[src/rtl/proc_param.sv]
// -----------------------------------------------------------------------------
// proc_param -- parametrised multi-cycle processor.
//
// A WIDTH-bit datapath with eight general registers (r0..r7), an A/G
// accumulator pair and a four-step control FSM (T0..T3). Instructions arrive
// on DIN and are captured into IR in T0 when Run is high. Supported opcodes:
// mv, mvt, add, sub, and, or, xor; opcode 111 is illegal and completes as a
// no-op. The Zero flag tracks the result of the last ALU operation.
//
// Instruction word: III[W-1:W-3] M[W-4] X[W-5:W-7] D[DW-1:0], DW = WIDTH-7.
//   Operand B is rY = D[2:0] when M=0, otherwise D sign-extended to WIDTH.
//
// Ports:
//   Clock   in   1      rising-edge clock
//   Resetn  in   1      synchronous, active-low reset
//   Run     in   1      start request, sampled only in T0
//   DIN     in   WIDTH  instruction word
//   RegSel  in   3      selects the register shown on RegOut
//   RegOut  out  WIDTH  combinational copy of the selected register
//   Done    out  1      high in the final step of each instruction
//   Busy    out  1      high whenever the FSM is not in T0
//   Zero    out  1      registered; set when the last ALU result was zero
// -----------------------------------------------------------------------------
module proc_param #(
    parameter int WIDTH = 16
) (
    input  logic             Clock,
    input  logic             Resetn,
    input  logic             Run,
    input  logic [WIDTH-1:0] DIN,
    input  logic [2:0]       RegSel,
    output logic [WIDTH-1:0] RegOut,
    output logic             Done,
    output logic             Busy,
    output logic             Zero
);

    localparam int DW   = WIDTH - 7;
    localparam int HALF = WIDTH / 2;

    localparam logic [2:0] OP_MV  = 3'b000;
    localparam logic [2:0] OP_MVT = 3'b001;
    localparam logic [2:0] OP_ADD = 3'b010;
    localparam logic [2:0] OP_SUB = 3'b011;
    localparam logic [2:0] OP_AND = 3'b100;
    localparam logic [2:0] OP_OR  = 3'b101;
    localparam logic [2:0] OP_XOR = 3'b110;
    localparam logic [2:0] OP_ILL = 3'b111;

    typedef enum logic [1:0] {T0, T1, T2, T3} state_t;
    typedef enum logic [1:0] {BUS_REG, BUS_G, BUS_IMM, BUS_MVT} bus_sel_t;

    state_t   state, state_next;
    bus_sel_t bus_sel;

    logic [WIDTH-1:0]        ir;
    logic [WIDTH-1:0]        regs [8];
    logic signed [WIDTH-1:0] a;
    logic signed [WIDTH-1:0] g;
    logic signed [WIDTH-1:0] bus;
    logic signed [WIDTH-1:0] alu_out;
    logic signed [WIDTH-1:0] imm_ext;
    logic [WIDTH-1:0]        mvt_val;
    logic [HALF-1:0]         mvt_low;

    logic [2:0]    opcode;
    logic          imm_mode;
    logic [2:0]    rx;
    logic [2:0]    ry;
    logic [DW-1:0] d;
    logic [2:0]    bus_reg;

    logic ir_load, a_load, g_load, reg_we, done;

    // Instruction field decode
    assign opcode   = ir[WIDTH-1:WIDTH-3];
    assign imm_mode = ir[WIDTH-4];
    assign rx       = ir[WIDTH-5:WIDTH-7];
    assign d        = ir[DW-1:0];
    assign ry       = d[2:0];

    assign imm_ext = {{7{d[DW-1]}}, d};
    // For the narrowest builds HALF exceeds DW, so D is zero-extended first.
    assign mvt_low = HALF'(d);
    assign mvt_val = {mvt_low, {HALF{1'b0}}};

    // FSM state register
    always_ff @(posedge Clock) begin
        if (!Resetn)
            state <= T0;
        else
            state <= state_next;
    end

    // Next-state and control decode
    always_comb begin
        state_next = state;
        done       = 1'b0;
        ir_load    = 1'b0;
        a_load     = 1'b0;
        g_load     = 1'b0;
        reg_we     = 1'b0;
        bus_sel    = BUS_REG;
        bus_reg    = ry;

        case (state)
            T0: begin
                if (Run) begin
                    ir_load    = 1'b1;
                    state_next = T1;
                end
            end
            T1: begin
                case (opcode)
                    OP_MV: begin
                        bus_sel    = imm_mode ? BUS_IMM : BUS_REG;
                        reg_we     = 1'b1;
                        done       = 1'b1;
                        state_next = T0;
                    end
                    OP_MVT: begin
                        bus_sel    = BUS_MVT;
                        reg_we     = 1'b1;
                        done       = 1'b1;
                        state_next = T0;
                    end
                    OP_ILL: begin
                        done       = 1'b1;
                        state_next = T0;
                    end
                    default: begin
                        // ALU op: latch rX into A before the source is read,
                        // so rX == rY still yields the correct result.
                        bus_reg    = rx;
                        a_load     = 1'b1;
                        state_next = T2;
                    end
                endcase
            end
            T2: begin
                bus_sel    = imm_mode ? BUS_IMM : BUS_REG;
                g_load     = 1'b1;
                state_next = T3;
            end
            T3: begin
                bus_sel    = BUS_G;
                reg_we     = 1'b1;
                done       = 1'b1;
                state_next = T0;
            end
            default: state_next = T0;
        endcase
    end

    // Single internal bus
    always_comb begin
        bus = '0;
        case (bus_sel)
            BUS_REG: bus = regs[bus_reg];
            BUS_G:   bus = g;
            BUS_IMM: bus = imm_ext;
            BUS_MVT: bus = mvt_val;
            default: bus = '0;
        endcase
    end

    // ALU: two's-complement wraparound, carry/borrow discarded
    always_comb begin
        alu_out = '0;
        case (opcode)
            OP_ADD:  alu_out = a + bus;
            OP_SUB:  alu_out = a - bus;
            OP_AND:  alu_out = a & bus;
            OP_OR:   alu_out = a | bus;
            OP_XOR:  alu_out = a ^ bus;
            default: alu_out = '0;
        endcase
    end

    // Datapath registers
    always_ff @(posedge Clock) begin
        if (!Resetn) begin
            ir   <= '0;
            a    <= '0;
            g    <= '0;
            Zero <= 1'b0;
            for (int i = 0; i < 8; i++)
                regs[i] <= '0;
        end else begin
            if (ir_load)
                ir <= DIN;
            if (a_load)
                a <= bus;
            if (g_load) begin
                g    <= alu_out;
                Zero <= (alu_out == '0);
            end
            if (reg_we)
                regs[rx] <= bus;
        end
    end

    assign RegOut = regs[RegSel];
    assign Done   = done;
    assign Busy   = (state != T0);

endmodule

[config.mk]
export PLATFORM = sky130hd
export DESIGN_NAME = proc_param
export DESIGN_NICKNAME = d
export VERILOG_FILES = /design/src/rtl/proc_param.sv
export SDC_FILE = /design/constraint.sdc
export NUM_CORES = 1
export LEC_CHECK = 0
export ABC_CLOCK_PERIOD_IN_PS = 13990
export CORE_MARGIN = 10
export CORE_UTILIZATION = 62
export DETAILED_ROUTE_END_ITERATION = 8
export GPL_TIMING_DRIVEN = 0
export PLACE_DENSITY = 0.83
export SLEW_MARGIN = 5
export SYNTH_ARGS = -nofsm -noshare
export SYNTH_HDL_FRONTEND = slang
export SYNTH_SLANG_ARGS = --single-unit
[constraint.sdc]
create_clock -name Clock -period 13.99 [get_ports Clock]
set_clock_uncertainty 0.15 [all_clocks]
set_input_delay 2.798 -clock Clock [delete_from_list [all_inputs] [get_ports Clock]]
set_output_delay 2.798 -clock Clock [all_outputs]
set_load 0.01 [all_outputs]
==> Word level (Yosys, flattened, before mapping) <==
Memory sizes are Yosys's and may differ from the RTL's.
Cells that the tools add are included.
Widths: inputs -> output; s select.
{ "totals": {"mem_count": 1, "output_inout_bits": 19, "register_bits": 51, "in_bits": 22, "ramBits": 128} }
{ "memory_table": {"columns": ["name", "depth", "width", "rd", "rd_ports_with_merged_regs", "write_ports", "line", "text"], "rows": [
  ["regs", 8, 16, 2, 0, 8, "57", "logic [WIDTH-1:0] regs [8];"]
]} }
{ "classes": {"n_reduce_logical": 8, "muxes": 26, "n_eq_ne": 14, "bitwise": 3, "addsub": 2} }
{ "op_table": {"columns": ["operator", "count"], "rows": [
  ["$pmux 16 s5", 1],
  ["$pmux 16 s4", 1],
  ["$add 16x16->16", 1],
  ["$and 16x16->16", 1],
  ["$logic_not 16->1", 1],
  ["$mux 16", 1],
  ["$or 16x16->16", 1],
  ["$reduce_or 16->1", 1],
  ["$sub 16x16->16", 1],
  ["$xor 16x16->16", 1],
  ["$eq 3x3->1 const B", 4],
  ["$mux 1", 12],
  ["$mux 3", 3],
  ["$eq 2x2->1 const B", 4],
  ["$pmux 2 s4", 1],
  ["$eq 3x2->1 const B", 2],
  ["$mux 2", 3],
  ["$pmux 2 s3", 1],
  ["$eq 2x1->1 const B", 2],
  ["$logic_not 2->1", 2],
  ["$pmux 1 s2", 2],
  ["$pmux 2 s2", 1],
  ["$eq 3x1->1 const B", 1],
  ["$logic_not 3->1", 1],
  ["4 further kinds", 4]
]} }

==> Depth between registers and ports, before layout <==
{ "depth": {"ltp_word": 9, "depth_mapped": 27} }

==> Worst setup path after synthesis <==
Ideal clock, no wire load.
{ "synth_path": {"path_type": "input port to output port", "start": "input RegSel[1]", "end": "output RegOut[0]", "arrival_time_ns": 4.404, "required_time_ns": 11.042, "path_slack_ns": 6.638, "path_stages": 4, "cell_sequence": "clkbuf_1 > buf_1 > mux4_2 > mux2_2"} }
{ "synth_via": {"elab_chain_cells": 1} }
{ "synth_rtl": {"columns": ["item", "line", "text"], "rows": [
  ["start: declaration", "31", "input logic [2:0] RegSel,"],
  ["$mem_v2 8x16", null, null],
  ["end: declaration", "32", "output logic [WIDTH-1:0] RegOut,"]
]} }
No other way between the ends.

==> Final worst setup path <==
{ "layout_path": {"start": "input RegSel[1]", "end": "output RegOut[15]"} }
The elaborated chain is that of the path after synthesis.

==> report_table.html <==
<table>
<tr><th>Metric</th><th>Value</th></tr>
<tr><th colspan="2">Run status</th></tr>
<tr><td>Result of the run</td><td>complete, but fails checks</td></tr>
<tr><td>Violations in the final reports</td><td>capacitance limit</td></tr>
<tr><th colspan="2">Layout</th></tr>
<tr><td>Share of layout cells above drive strength 1</td><td>0.116</td></tr>
<tr><td>Count of nets after finishing</td><td>1242</td></tr>
<tr><td>Area growth from synthesis to layout</td><td>10.8%</td></tr>
<tr><td>Area of all placed cells without fillers</td><td>12500 sq um</td></tr>
<tr><th colspan="2">Logic synthesis</th></tr>
<tr><td>Synth Area per Inst</td><td>10.1 sq um</td></tr>
<tr><td>Share of the yosys chip area belonging to registers</td><td>0.432</td></tr>
<tr><td>Synthesis-stage register bit count</td><td>179</td></tr>
<tr><td>Dominant cell by count in the synthesized netlist</td><td>sky130_fd_sc_hd__nor2_1</td></tr>
<tr><td>YS warnings</td><td>0</td></tr>
<tr><td>Post-synth top area share</td><td>0.341</td></tr>
<tr><td>Number of enable-type register cells in the synthesized netlist</td><td>128</td></tr>
<tr><td>Biggest area consumer among synthesized cells</td><td>sky130_fd_sc_hd__edfxtp_1</td></tr>
<tr><td>Dominant synthesized flop cell</td><td>sky130_fd_sc_hd__edfxtp_1</td></tr>
<tr><td>Summed instance area of the synthesized netlist</td><td>about 11000 sq um</td></tr>
<tr><td>Largest cells by area after synthesis</td><td>sky130_fd_sc_hd__edfxtp_1, sky130_fd_sc_hd__dfxtp_1, sky130_fd_sc_hd__mux4_2</td></tr>
<tr><td>Async SR Flop Fraction</td><td>0</td></tr>
<tr><td>Synthesized Nets</td><td>between 1000 and 1500</td></tr>
<tr><td>Distinct cell type count of the synthesized netlist</td><td>82</td></tr>
<tr><td>Top cell types by occurrence after synthesis</td><td>sky130_fd_sc_hd__nor2_1, sky130_fd_sc_hd__edfxtp_1, sky130_fd_sc_hd__nand2_1, sky130_fd_sc_hd__clkbuf_1, sky130_fd_sc_hd__dfxtp_1</td></tr>
<tr><td>Count of mapped cells out of synthesis</td><td>between 1000 and 1500</td></tr>
<tr><th colspan="2">Worst setup path</th></tr>
<tr><td>Arrival time of the worst setup path</td><td>about 5.4 ns</td></tr>
<tr><td>Worst setup path class</td><td>in2out</td></tr>
<tr><td>Critical Path Max Stage Delay</td><td>0.86 ns</td></tr>
<tr><td>Biggest fanout along the worst timing path</td><td>10</td></tr>
<tr><td>Cell with the biggest individual delay on the critical path</td><td>sky130_fd_sc_hd__buf_1</td></tr>
<tr><td>Largest delay contributor family on the critical path</td><td>buffers and inverters</td></tr>
<tr><td>Buf+Inv Stages, Crit Path</td><td>3</td></tr>
<tr><td>Startpoint types</td><td>input port</td></tr>
<tr><td>Worst path required time</td><td>11.04 ns</td></tr>
<tr><td>Worst reg2reg path depth</td><td>24</td></tr>
<tr><td>Capturing element type of the critical path</td><td>output pin</td></tr>
<tr><td>Cell breakdown of the critical path</td><td>clkbuf_1 -&gt; buf_1 -&gt; mux4_2 -&gt; mux2_2 -&gt; clkdlybuf4s50_1</td></tr>
<tr><td>R2R setup slack</td><td>6.70 ns</td></tr>
<tr><td>Endpoint of the lowest-slack register-to-register path</td><td>Zero$_SDFFE_PN0N_</td></tr>
<tr><th colspan="2">Routing</th></tr>
<tr><td>Post-DR wirelength/cell</td><td>25.0 microns</td></tr>
<tr><td>Post-route ant nets</td><td>0</td></tr>
<tr><td>DR pass1 iterations</td><td>7</td></tr>
<tr><td>Vias/cell</td><td>6.98</td></tr>
<tr><td>Final WL</td><td>35.3 mm</td></tr>
<tr><td>Remaining design rule violation count</td><td>0</td></tr>
<tr><td>Detailed-route via count</td><td>a little under 10000</td></tr>
<tr><td>Initial drt markers</td><td>1608</td></tr>
<tr><th colspan="2">Power and ir drop</th></tr>
<tr><td>Sw Ratio</td><td>0.335</td></tr>
<tr><td>P per Cell Area</td><td>116 nW/um^2</td></tr>
<tr><td>Switching power of the nets</td><td>0.487 mW</td></tr>
<tr><td>Internal Power</td><td>0.965 mW</td></tr>
<tr><td>P_leak</td><td>4.64 nW</td></tr>
<tr><td>Clock network power share</td><td>0.324</td></tr>
<tr><td>Sequential Power Share</td><td>0.420</td></tr>
<tr><td>Part of the power in combinational logic</td><td>0.256</td></tr>
<tr><td>VDD IR-drop max</td><td>~0.000094 V</td></tr>
<tr><th colspan="2">Place</th></tr>
<tr><td>HPWL after detailed placement</td><td>25.3 mm</td></tr>
<tr><td>Placement-stage cell area</td><td>between 10000 and 15000 sq um</td></tr>
<tr><td>I/O Buffers</td><td>36</td></tr>
<tr><td>Routability cong.</td><td>0.988</td></tr>
<tr><th colspan="2">Hold path</th></tr>
<tr><td>Count of cells along the worst hold path</td><td>2</td></tr>
<tr><td>Path class of the lowest-slack min-delay path</td><td>reg2reg</td></tr>
<tr><td>Launch point of the worst hold path</td><td>ir[5]$_SDFFE_PN0P_</td></tr>
<tr><td>Min-Delay Endpoint</td><td>ir[5]$_SDFFE_PN0P_</td></tr>
<tr><th colspan="2">Global route</th></tr>
<tr><td>Via count of the first global-routing pass</td><td>between 9000 and 10000</td></tr>
<tr><td>First-pass GRT wire length</td><td>~54 mm</td></tr>
<tr><td>Pin count of the biggest net entering global routing</td><td>19</td></tr>
<tr><td>Initial antenna violation count</td><td>1</td></tr>
<tr><td>Overflow left after global routing</td><td>0</td></tr>
<tr><td>Total Routing Usage GR</td><td>0.288</td></tr>
<tr><th colspan="2">Die</th></tr>
<tr><td>X dimension of the die</td><td>155 microns</td></tr>
<tr><td>Starting utilization of the core area</td><td>0.629</td></tr>
<tr><td>Die area</td><td>24000 sq um</td></tr>
<tr><td>Die Y-Extent</td><td>155 microns</td></tr>
<tr><td>Number of placement rows</td><td>49</td></tr>
<tr><td>Placeable core area</td><td>about 18000 sq um</td></tr>
<tr><td>Io pins</td><td>41</td></tr>
<tr><th colspan="2">Timing</th></tr>
<tr><td>Slew @ Worst Pin</td><td>1.45 ns</td></tr>
<tr><td>Post-Route Setup TNS</td><td>0 ns</td></tr>
<tr><td>Shortest clock period the worst path allows after layout</td><td>8.33 ns</td></tr>
<tr><td>RSZ-0062 raised after global routing</td><td>no</td></tr>
<tr><td>Count of final hold-check violations</td><td>0</td></tr>
<tr><td>Final Hold Slack</td><td>0.356 ns</td></tr>
<tr><td>Portion of the clock cycle consumed by the worst path in the final layout</td><td>0.596</td></tr>
<tr><td>Final setup violating endpoints</td><td>0</td></tr>
<tr><td>Headroom to the max-slew limit</td><td>0.00639</td></tr>
<tr><td>Final Max Slew Viols</td><td>0</td></tr>
<tr><td>Maximum clock rate</td><td>between 100 and 150 MHz</td></tr>
<tr><th colspan="2">Flow run</th></tr>
<tr><td>Number of maximum-capacitance constraint violations</td><td>1</td></tr>
<tr><th colspan="2">Clock network</th></tr>
<tr><td>Total number of clock tree sinks</td><td>around 180</td></tr>
<tr><td>Number of buffers inserted by post-CTS setup repair</td><td>0</td></tr>
<tr><td>Clock Tree Root</td><td>sky130_fd_sc_hd__clkbuf_16</td></tr>
<tr><td>CTS Buf Count</td><td>17</td></tr>
<tr><td>Longest Clk Path Bufs</td><td>2</td></tr>
<tr><td>H-tree levels</td><td>4</td></tr>
<tr><td>TritonCTS clock tree</td><td>yes</td></tr>
<tr><td>Post-cts repair resize count</td><td>0</td></tr>
<tr><td>CTS hold repair buffers</td><td>0</td></tr>
<tr><td>Clock transition at path regs</td><td>0.07 ns</td></tr>
<tr><td>Clock latency reported for the late side of the worst-skew pair</td><td>about 0.45 ns</td></tr>
</table>
==> layout make-up <==
class | count | area [sq um]
clock inverters | 15 | 136
well taps | 229 | 287
repair buffers | 36 | 360
flip-flops and latches | 179 | 4860
clock buffers | 17 | 425
multi-input cells | 795 | 5780
fillers | 1315 | 5430
inverters | 50 | 188
diodes | 1 | 2.50
plain buffers | 93 | 429
==> logic make-up (layout without fill, tap and decap cells) <==
family          count (synthesis)  in the layout  synth area share
buf+inv                       143            211            0.0548
xor+xnor                       25             25            0.0194
flops                         179            179             0.432
mux                           100            100             0.132
other cells                     0              1                 0
simple gates                  385            385             0.156
compound gates                237            237             0.152
fa+ha+maj                      48             48            0.0540
==> metal layers <==
| layer | up-vias | part of all wire | GRT usage |
|---|---|---|---|
| met4 | 0 | 0.057 | 0.155 |
| met5 | - | 0 | 0 |
| met1 | 4605 | 0.36 | 0.365 |
| met2 | 861 | 0.45 | 0.450 |
| met3 | 177 | 0.13 | 0.0646 |
| li1 | 4231 | - | - |
==> worst register-to-register path: cells and delay by family (launching register included) <==
family | cells | cell delay [ns]
flops | 1 | 0.34
buf+inv | 4 | 1.42
mux | 1 | 0.32
compound gates | 9 | 2.64
fa+ha+maj | 2 | 0.68
simple gates | 8 | 1.67
==> worst max-delay path by stage <==
| stage | start | to | depth (start not counted) |
|---|---|---|---|
| 6_report | RegSel[1] | RegOut[15] | 5 |
| 3_5_place_dp | RegSel[1] | RegOut[2] | 5 |
| 5_1_grt | RegSel[1] | RegOut[15] | 5 |
| 2_1_floorplan | RegSel[1] | RegOut[0] | 4 |
| 4_1_cts | RegSel[1] | RegOut[15] | 5 |
| 3_3_place_gp | RegSel[1] | RegOut[4] | 5 |
==> through the flow <==
step / setup slack [ns] / utilization / instances / power (mW)
2_1_floorplan: 6.64 / - / 1117 / 0.863
3_5_place_dp: 5.70 / 0.665 / 1382 / 0.978
6_report: 5.66 / 0.697 / 1415 / 1.45
4_1_cts: 5.69 / 0.697 / 1414 / 1.44
3_3_place_gp: 5.66 / 0.665 / 1382 / 0.969
5_1_grt: 5.48 / 0.697 / 1414 / 1.50
==> layout by cell type, fill, tap and decap left out, drive strengths merged, types with 6 or more instances in the layout <==
cell           count
a221oi             7
and2               7
nor2b              6
mux4              36
nor4               7
ha                47
nor3              12
and3              24
edfxtp           128
a211o              6
mux2i             40
mux2              24
nand3             15
nand2b             7
o21ai             21
o22ai             20
buf               27
clkdlybuf4s50     36
dfxtp             51
nand4              6
a21oi             49
a21o               7
nand2             98
a211oi            39
nor2             192
xnor2             20
inv               59
a2111oi            9
clkbuf            83
a31oi             16
a22oi              8
==> power by group through the flow <==
stage	logic (mW)	registers [mW]	clock network (mW)
final	0.371	0.610	0.470
after global routing	0.397	0.612	0.486
after CTS	0.362	0.609	0.466
after detailed placement	0.357	0.621	0
after global placement	0.350	0.619	0
after floorplan	0.249	0.614	0
==> state kept, by name, indices dropped and copies added (netlist names), named ones only <==
signal and flops:
a 16, g 16, ir 16, state 1, regs 128, Zero 1
No activity file was read; power rests on OpenSTA's default activity.
